<file path="src/rtl/aes_pkg.sv">
// rtl/aes_pkg.sv - shared types and sizes for the byte-serial ShiftRows stage
package aes_pkg;

    typedef logic [7:0] byte_t;
    typedef logic [1:0] row_idx_t;

    localparam int ROW_BYTES = 4;
    localparam int N_ROWS    = 4;
    localparam int N_BANKS   = 2;

    // Column to read for output position idx of a row tagged with its row index.
    function automatic row_idx_t shift_col(row_idx_t idx, row_idx_t tag, bit inverse);
        return inverse ? row_idx_t'(idx - tag) : row_idx_t'(idx + tag);
    endfunction

endpackage

</file>
<file path="src/rtl/aes_dual_row_mem.sv">
// rtl/aes_dual_row_mem.sv - two-bank row buffer, synchronous write, asynchronous read
module aes_dual_row_mem
    import aes_pkg::*;
(
    input  logic       clk,
    input  logic       we,
    input  logic [2:0] waddr,
    input  byte_t      wdata,
    input  logic [2:0] raddr,
    output byte_t      rdata
);

    // addr[2] selects the bank, addr[1:0] the column within the row.
    byte_t mem [N_BANKS*ROW_BYTES];

    always_ff @(posedge clk) begin
        if (we) begin
            mem[waddr] <= wdata;
        end
    end

    assign rdata = mem[raddr];

endmodule

</file>
<file path="src/rtl/aes_row_shift_reader.sv">
// rtl/aes_row_shift_reader.sv - ping-pong row buffer that emits each row rotated by its index
module aes_row_shift_reader
    import aes_pkg::*;
#(
    parameter bit INVERSE = 1'b0
) (
    input  logic     clk,
    input  logic     rst_n,
    input  logic     clr,
    input  logic     in_valid,
    output logic     in_ready,
    input  byte_t    in_data,
    output logic     out_valid,
    input  logic     out_ready,
    output byte_t    out_data,
    output row_idx_t out_row,
    output logic     out_last
);

    localparam row_idx_t LAST_IDX = row_idx_t'(ROW_BYTES - 1);
    localparam row_idx_t LAST_ROW = row_idx_t'(N_ROWS - 1);

    logic                wr_bank;
    logic                rd_bank;
    row_idx_t            wr_idx;
    row_idx_t            rd_idx;
    row_idx_t            wr_row;
    logic     [1:0]      full;
    logic     [1:0]      full_nxt;
    row_idx_t [1:0]      tag;

    logic     wr_fire;
    logic     rd_fire;
    logic     wr_done;
    logic     rd_done;
    row_idx_t rd_col;

    assign in_ready  = !full[wr_bank];
    assign out_valid = full[rd_bank];
    assign out_row   = tag[rd_bank];
    assign out_last  = out_valid && (out_row == LAST_ROW) && (rd_idx == LAST_IDX);

    assign wr_fire = in_valid && in_ready;
    assign rd_fire = out_valid && out_ready;
    assign wr_done = wr_fire && (wr_idx == LAST_IDX);
    assign rd_done = rd_fire && (rd_idx == LAST_IDX);

    assign rd_col = shift_col(rd_idx, tag[rd_bank], INVERSE);

    // A finishing write and a finishing read always target different banks,
    // so applying both updates in order is safe.
    always_comb begin
        full_nxt = full;
        if (wr_done) begin
            full_nxt[wr_bank] = 1'b1;
        end
        if (rd_done) begin
            full_nxt[rd_bank] = 1'b0;
        end
    end

    always_ff @(posedge clk or negedge rst_n) begin
        if (!rst_n) begin
            wr_bank <= 1'b0;
            rd_bank <= 1'b0;
            wr_idx  <= '0;
            rd_idx  <= '0;
            wr_row  <= '0;
            full    <= '0;
            tag     <= '0;
        end else if (clr) begin
            wr_bank <= 1'b0;
            rd_bank <= 1'b0;
            wr_idx  <= '0;
            rd_idx  <= '0;
            wr_row  <= '0;
            full    <= '0;
            tag     <= '0;
        end else begin
            full <= full_nxt;
            if (wr_fire) begin
                wr_idx <= wr_idx + 2'd1;
            end
            if (wr_done) begin
                tag[wr_bank] <= wr_row;
                wr_bank      <= ~wr_bank;
                wr_row       <= wr_row + 2'd1;
            end
            if (rd_fire) begin
                rd_idx <= rd_idx + 2'd1;
            end
            if (rd_done) begin
                rd_bank <= ~rd_bank;
            end
        end
    end

    aes_dual_row_mem u_mem (
        .clk   (clk),
        .we    (wr_fire && !clr),
        .waddr ({wr_bank, wr_idx}),
        .wdata (in_data),
        .raddr ({rd_bank, rd_col}),
        .rdata (out_data)
    );

endmodule

</file>
<file path="config.mk">
export PLATFORM = sky130hd
export DESIGN_NAME = aes_row_shift_reader
export DESIGN_NICKNAME = d
export VERILOG_FILES = /design/src/rtl/aes_pkg.sv /design/src/rtl/aes_dual_row_mem.sv /design/src/rtl/aes_row_shift_reader.sv
export SDC_FILE = /design/constraint.sdc
export NUM_CORES = 1
export LEC_CHECK = 0
export ABC_AREA = 1
export BUFFER_PORTS_ARGS = -buffer_cell sky130_fd_sc_hd__buf_2
export CORE_MARGIN = 1.5
export CORE_UTILIZATION = 64
export DETAILED_ROUTE_END_ITERATION = 8
export GPL_ROUTABILITY_DRIVEN = 1
export PLACE_DENSITY_LB_ADDON = 0.25
export SLEW_MARGIN = 40
export SYNTH_ARGS = -nofsm -noshare
export SYNTH_HDL_FRONTEND = slang
export SYNTH_SLANG_ARGS = --single-unit
</file>
<file path="constraint.sdc">
create_clock -name clk -period 3.2 [get_ports clk]
set_input_delay 0.32 -clock clk [delete_from_list [all_inputs] [get_ports clk]]
set_output_delay 0.32 -clock clk [all_outputs]
set_load 0.02 [all_outputs]
</file>
Word level (Yosys, flattened, before mapping)
Memory sizes are Yosys's and may differ from the RTL's.
Index checks and enable logic that the tools add are counted.
{ "op_classes": {"addsub": 4, "magnitude_cmp": 4, "eq_ne": 3, "n_mux": 30, "bitwise": 5, "reduce_logical": 15} }
{ "op_table": {"columns": ["cell", "n"], "rows": [
  ["$mux 2", 12],
  ["$mux 1", 12],
  ["$logic_and 1x1->1", 9],
  ["$mux 4", 2],
  ["$reduce_bool 2->1", 4],
  ["$add 2x1->2 const B", 3],
  ["$eq 2x2->1 const B", 3],
  ["$bwmux 4", 1],
  ["$lt 1x2->1 const B", 2],
  ["$add 2x2->2", 1],
  ["$and 2x2->2", 1],
  ["$demux 1 s1", 2],
  ["$demux 2 s1", 1],
  ["$ge 1x1->1 const B", 2],
  ["$logic_not 1->1", 2],
  ["$not 1->1", 2],
  ["$not 2->2", 1],
  ["$or 2x2->2", 1]
]} }
{ "word_totals": {"regBits": 14, "mem_bits_rw": 64, "in_bits": 13, "word_cells": 70, "n_memories": 1} }
{ "memory_table": {"columns": ["memory", "words", "width", "rd", "rd_ports_with_merged_regs", "write_ports", "line", "source"], "rows": [
  ["u_mem.mem", 8, 8, 1, 0, 1, "aes_dual_row_mem.sv:14", "byte_t mem [N_BANKS*ROW_BYTES];"]
]} }

Longest topological paths before layout
{ "logic_depth": {"depth_word": 9, "ltp_mapped": 13, "mapped_depth_nobuf": 12} }

Hierarchy
From an unflattened synthesis, not the netlist that was laid out.
{ "hier_totals": {"cells_unflattened": 395, "hier_area_um2": 3682.3} }
{ "modules_own_cells": {"columns": ["module", "instances", "cells_each", "area_each_um2"], "rows": [
  ["aes_dual_row_mem", 1, 295, 2890.3],
  ["aes_row_shift_reader", 1, 100, 792.0]
]} }

Worst setup path before layout
No wires, ideal clock.
{ "synth_path": {"kind": "register -> output", "from": "register rd_bank", "to": "output port out_data[2]", "arrival_time_ns": 1.986, "setup_slack_ns": 0.894, "stages_incl_launch_ff": 13, "path_buffers": 3, "cell_sequence": "dfrtp_1 buf_2 nand2_1 nand2_1 ha_1 buf_2 inv_2 buf_2 nand2_1 and2_1 nand3_1 nand3_1 nand2_1"} }
{ "synth_via": {"elab_chain_cells": 4} }
{ "synth_lines": {"columns": ["item", "line", "source"], "rows": [
  ["start: declaration", "aes_row_shift_reader.sv:24", "logic rd_bank;"],
  ["start signal: assignment", "aes_row_shift_reader.sv:93", "rd_bank <= ~rd_bank;"],
  ["$mux 2 (2 in series)", null, null],
  ["net out_row[0]", "aes_row_shift_reader.sv:16", "output row_idx_t out_row,"],
  ["$add 2x2->2", "aes_pkg.sv:13", "return inverse ? row_idx_t'(idx - tag) : row_idx_t'(idx + tag);"],
  ["$mem_v2 8x8", null, null],
  ["end: declaration", "aes_row_shift_reader.sv:15", "output byte_t out_data,"]
]} }
The timed path passes the listed nets, and every way through them passes these cells. The select of a mux whose other input is x is not followed.

Worst setup path after layout
{ "layout_path": {"from": "register rd_bank", "to": "output port out_data[3]"} }
{ "layout_via": {"elab_chain_cells": 4} }
{ "layout_lines": {"columns": ["item", "line", "source"], "rows": [
  ["$mux 2 (not written as such) (2 in series)", "aes_row_shift_reader.sv:48", "assign rd_col = shift_col(rd_idx, tag[rd_bank], INVERSE);"],
  ["$add 2x2->2", "aes_pkg.sv:13", null],
  ["$mem_v2 8x8 (*)", null, null]
]} }
Mark *: on every way between the ends. The rest lies on a longest branch, timed or not. The select of a mux whose other input is x is not followed.

==> impl_metrics.csv <==
group,metric,value,unit
global_routing,grt_pass1_wl,11800,um
logic_synthesis,ys_seq_area_frac,0.648,
pwr,seqPwrFrac,0.554,
timing,rsz0062_at_grt,"no",
drt,ant_nets,0,
timing,fin_crit_sh,0.896,
cts,clk_pin_slew,0.08,ns
cts,cts_buffers,9,
cts,ctsRootBufferMaster,"clkbuf_8",
logic_synthesis,synthFlopType,"edfxtp_1",
floorplanning,io-pin-count,26,
logic_synthesis,synth_area_leaders,"edfxtp_1 55%, nand2_1 12%, dfrtp_1 10%",
place,gp_congestion,0.797,
pwr,power_frac_comb,0.060,
worst_setup_path,worstPathRequired,2.88,ns
drt,wl_per_cell,16.4,um
drt,viasPerCell,5.58,
drt,drt_iter0_markers,257,
global_routing,grt_use_total,0.267,
worst_setup_path,path_buf_inv,3,
logic_synthesis,synth_top_cell_area_share,0.548,
timing,setup_viol_count_final,0,
drt,dr.pass1.iters,5,
timing,setup_tns,0,ns
logic_synthesis,syn-num-nets,352,
run_status,outcome,"finished, final reports clean",
worst_setup_path,slowest_delay,0.56,ns
drt,wirelength,7220,um
worst_setup_path,crit_path_end_kind,"output port",
cells_and_area,syn_to_final_growth,11.7,%
worst_hold_path,hp-class,"in2reg",
place,numPortBuffers,25,
cts,cts.htree.levels,3,
worst_setup_path,crit_type,"reg2out",
floorplanning,dieArea,0.00593,sq mm
logic_synthesis,avgSynthCellArea,10.4,sq um
cells_and_area,diodes,0,
cts,clock-sinks,78,
logic_synthesis,ys_types,28,
floorplanning,rows,26,
global_routing,grt_pass1_vias,2360,
logic_synthesis,synth_cells,336,
worst_setup_path,crit_chain,"inv_2, nand2_1, nand2_1, ha_1, inv_2, nand2_1, and2_1, nand3_1, nand3_1, nand2_1, buf_2",
pwr,pwr-share-clk,0.386,
logic_synthesis,synth_common_cells,"115 x nand2_1, 64 x edfxtp_1, 41 x nand3_1",
worst_setup_path,crit_path_max_fanout,32,
pwr,leakagePower,0.00154,uW
cells_and_area,design_area,0.00392,sq mm
worst_setup_path,critPathTopFamily,"simple AND/OR/NAND/NOR gates",
cells_and_area,final_core_util,0.752,
logic_synthesis,synthArstFlopShare,0.179,
pwr,irDropWorstVdd,0.325,mV
job,max_cap_violations,0,
logic_synthesis,synth_area,0.00351,sq mm
floorplanning,fp.dieW,77.0,um
cts,cts_tree,"done",
global_routing,antenna_found_initial,0,
timing,fmax,0.349,GHz
pwr,power_switching,445,uW
timing,slew_violations,0,
worst_setup_path,crit_top_cell,"nand2_1",
logic_synthesis,synth-seq-cells,78,
timing,hold_viol,0,
worst_setup_path,worst_ep_arrival_time,2.55,ns
floorplanning,coreArea,0.00520,sq mm
cells_and_area,drive_gt1_frac,0.151,
drt,via_count,2457,
logic_synthesis,ys_warn_count,0,
logic_synthesis,synth_edf_count,64,
cells_and_area,fin_nets,381,
pwr,p_int,1600,uW
worst_setup_path,critPathSlowestCell,"dfrtp_2",
global_routing,grt_max_degree,33,
timing,skew,0.00478,ns
place,hpwl,4400,um
logic_synthesis,synth_most_common_cell,"nand2_1",
logic_synthesis,yosys.area.top_type,"edfxtp_1",
floorplanning,die_h,77.0,um
pwr,p_per_area,523,mW/mm^2
pwr,swShare,0.217,
drt,drc,0,
global_routing,overflow,0,
place,dpl_cell_area,0.00369,sq mm
timing,relSlewSlack,0.455,
cells_and_area,fillers,356,
cts,worstSkewPairLatency,0.34,ns
worst_setup_path,crit_path_start_kind,"flop",
floorplanning,start_util,0.674,
cts,clockBufferDepth,2,
timing,tightest_slew,0.815,ns
timing,period_needed,2.87,ns
==> state kept, by name, summed over array words and instances, names as in the netlist <==
name,cells
tag,4
wr_idx,2
rd_bank,1
u_mem.mem,64
rd_idx,2
full,2
wr_row,2
wr_bank,1
==> per-stage QoR <==
stage | hold WS [ns] | total power [uW] | cells | worst slack [ns]
final | 0.245 | 2050 | 440 | 0.333
after global routing | 0.245 | 2120 | 440 | 0.146
after CTS | 0.230 | 2060 | 440 | 0.199
after detailed placement | 0.235 | 1280 | 423 | 0.621
after global placement | 0.232 | 1270 | 423 | 0.690
after floorplan | 0.0244 | 1230 | 336 | 0.894
==> routing by layer <==
layer  share of wire  wire, um  vias up  global-route usage
met5               0         0        -                   0
met4           0.015       107        0              0.0982
met3           0.054       392        8              0.0440
met2            0.48      3480       80               0.425
met1            0.45      3240     1182               0.375
li1                -         -     1187                   -
==> layout make-up <==
class	count	area [sq um]	area share
well taps	70	87.6	0.0224
repair buffers	32	180	0.0460
clock inverters	5	83.8	0.0214
flip-flops and latches	78	2270	0.581
inverters	18	67.6	0.0173
clock buffers	11	131	0.0335
multi-input cells	226	1090	0.279
==> path summary, 6_finish.rpt <==
kind / from / end / slack, ns / cells past startpoint
min in group asynchronous: rst_n / wr_row[0] / 0.40 / 2
setup reg to reg: wr_bank / u_mem.mem[4][1] / 1.07 / 5
hold reg to reg: tag[0] / tag[0] / 0.53 / 2
max in group asynchronous: rst_n / rd_bank / 2.54 / 2
hold / removal: in_data[2] / u_mem.mem[3][2] / 0.24 / 1
setup / recovery: rd_bank / out_data[3] / 0.33 / 11
==> power by group through the flow <==
stage / Clock (uW) / Sequential, uW / Combinational [uW]
4_1_cts: 798 / 1130 / 124
5_1_grt: 848 / 1140 / 140
3_5_place_dp: 0 / 1160 / 122
3_3_place_gp: 0 / 1160 / 117
6_report: 790 / 1130 / 124
2_1_floorplan: 0 / 1150 / 78.7
==> worst register-to-register path, cell delays in order (launching register included) <==
cell and delay [ns]:
dfrtp_1 0.47, o21ai_2 0.26, nand2_1 0.11, nor2_2 0.14
nand2_1 0.15, nor2_1 0.63
==> what timing repair did <==
action	4_1_cts	5_1_grt
hold endpoints to repair	14	0
gates resized for setup	0	1
hold buffers	1	0
endpoints found under the setup margin	0	6
buffers inserted	0	0
==> placed cells by master, fill, tap and decap left out, drive strengths merged, types with 2 or more instances in the layout <==
cell type	synthesis	routed
a21boi	16	16
a31oi	2	2
and2	16	16
buf	12	31
bufinv	0	2
clkbuf	2	11
clkinv	3	4
clkinvlp	0	2
dfrtp	14	14
edfxtp	64	64
ha	3	3
inv	15	15
nand2	119	119
nand3	41	41
nand4	2	2
nor2	17	17
nor3	2	2
o21ai	5	5
==> cell families after synthesis <==
kind of cell | count (synthesis) | share of synthesized area
buffers and inverters | 32 | 0.0410
XOR/XNOR | 2 | 0.00500
adder cells (fa/ha/maj) | 3 | 0.0107
flip-flops | 78 | 0.648
AND/OR/NAND/NOR | 197 | 0.247
AO/OA/AOI/OAI | 24 | 0.0482
No activity file was read; power rests on OpenSTA's default activity.
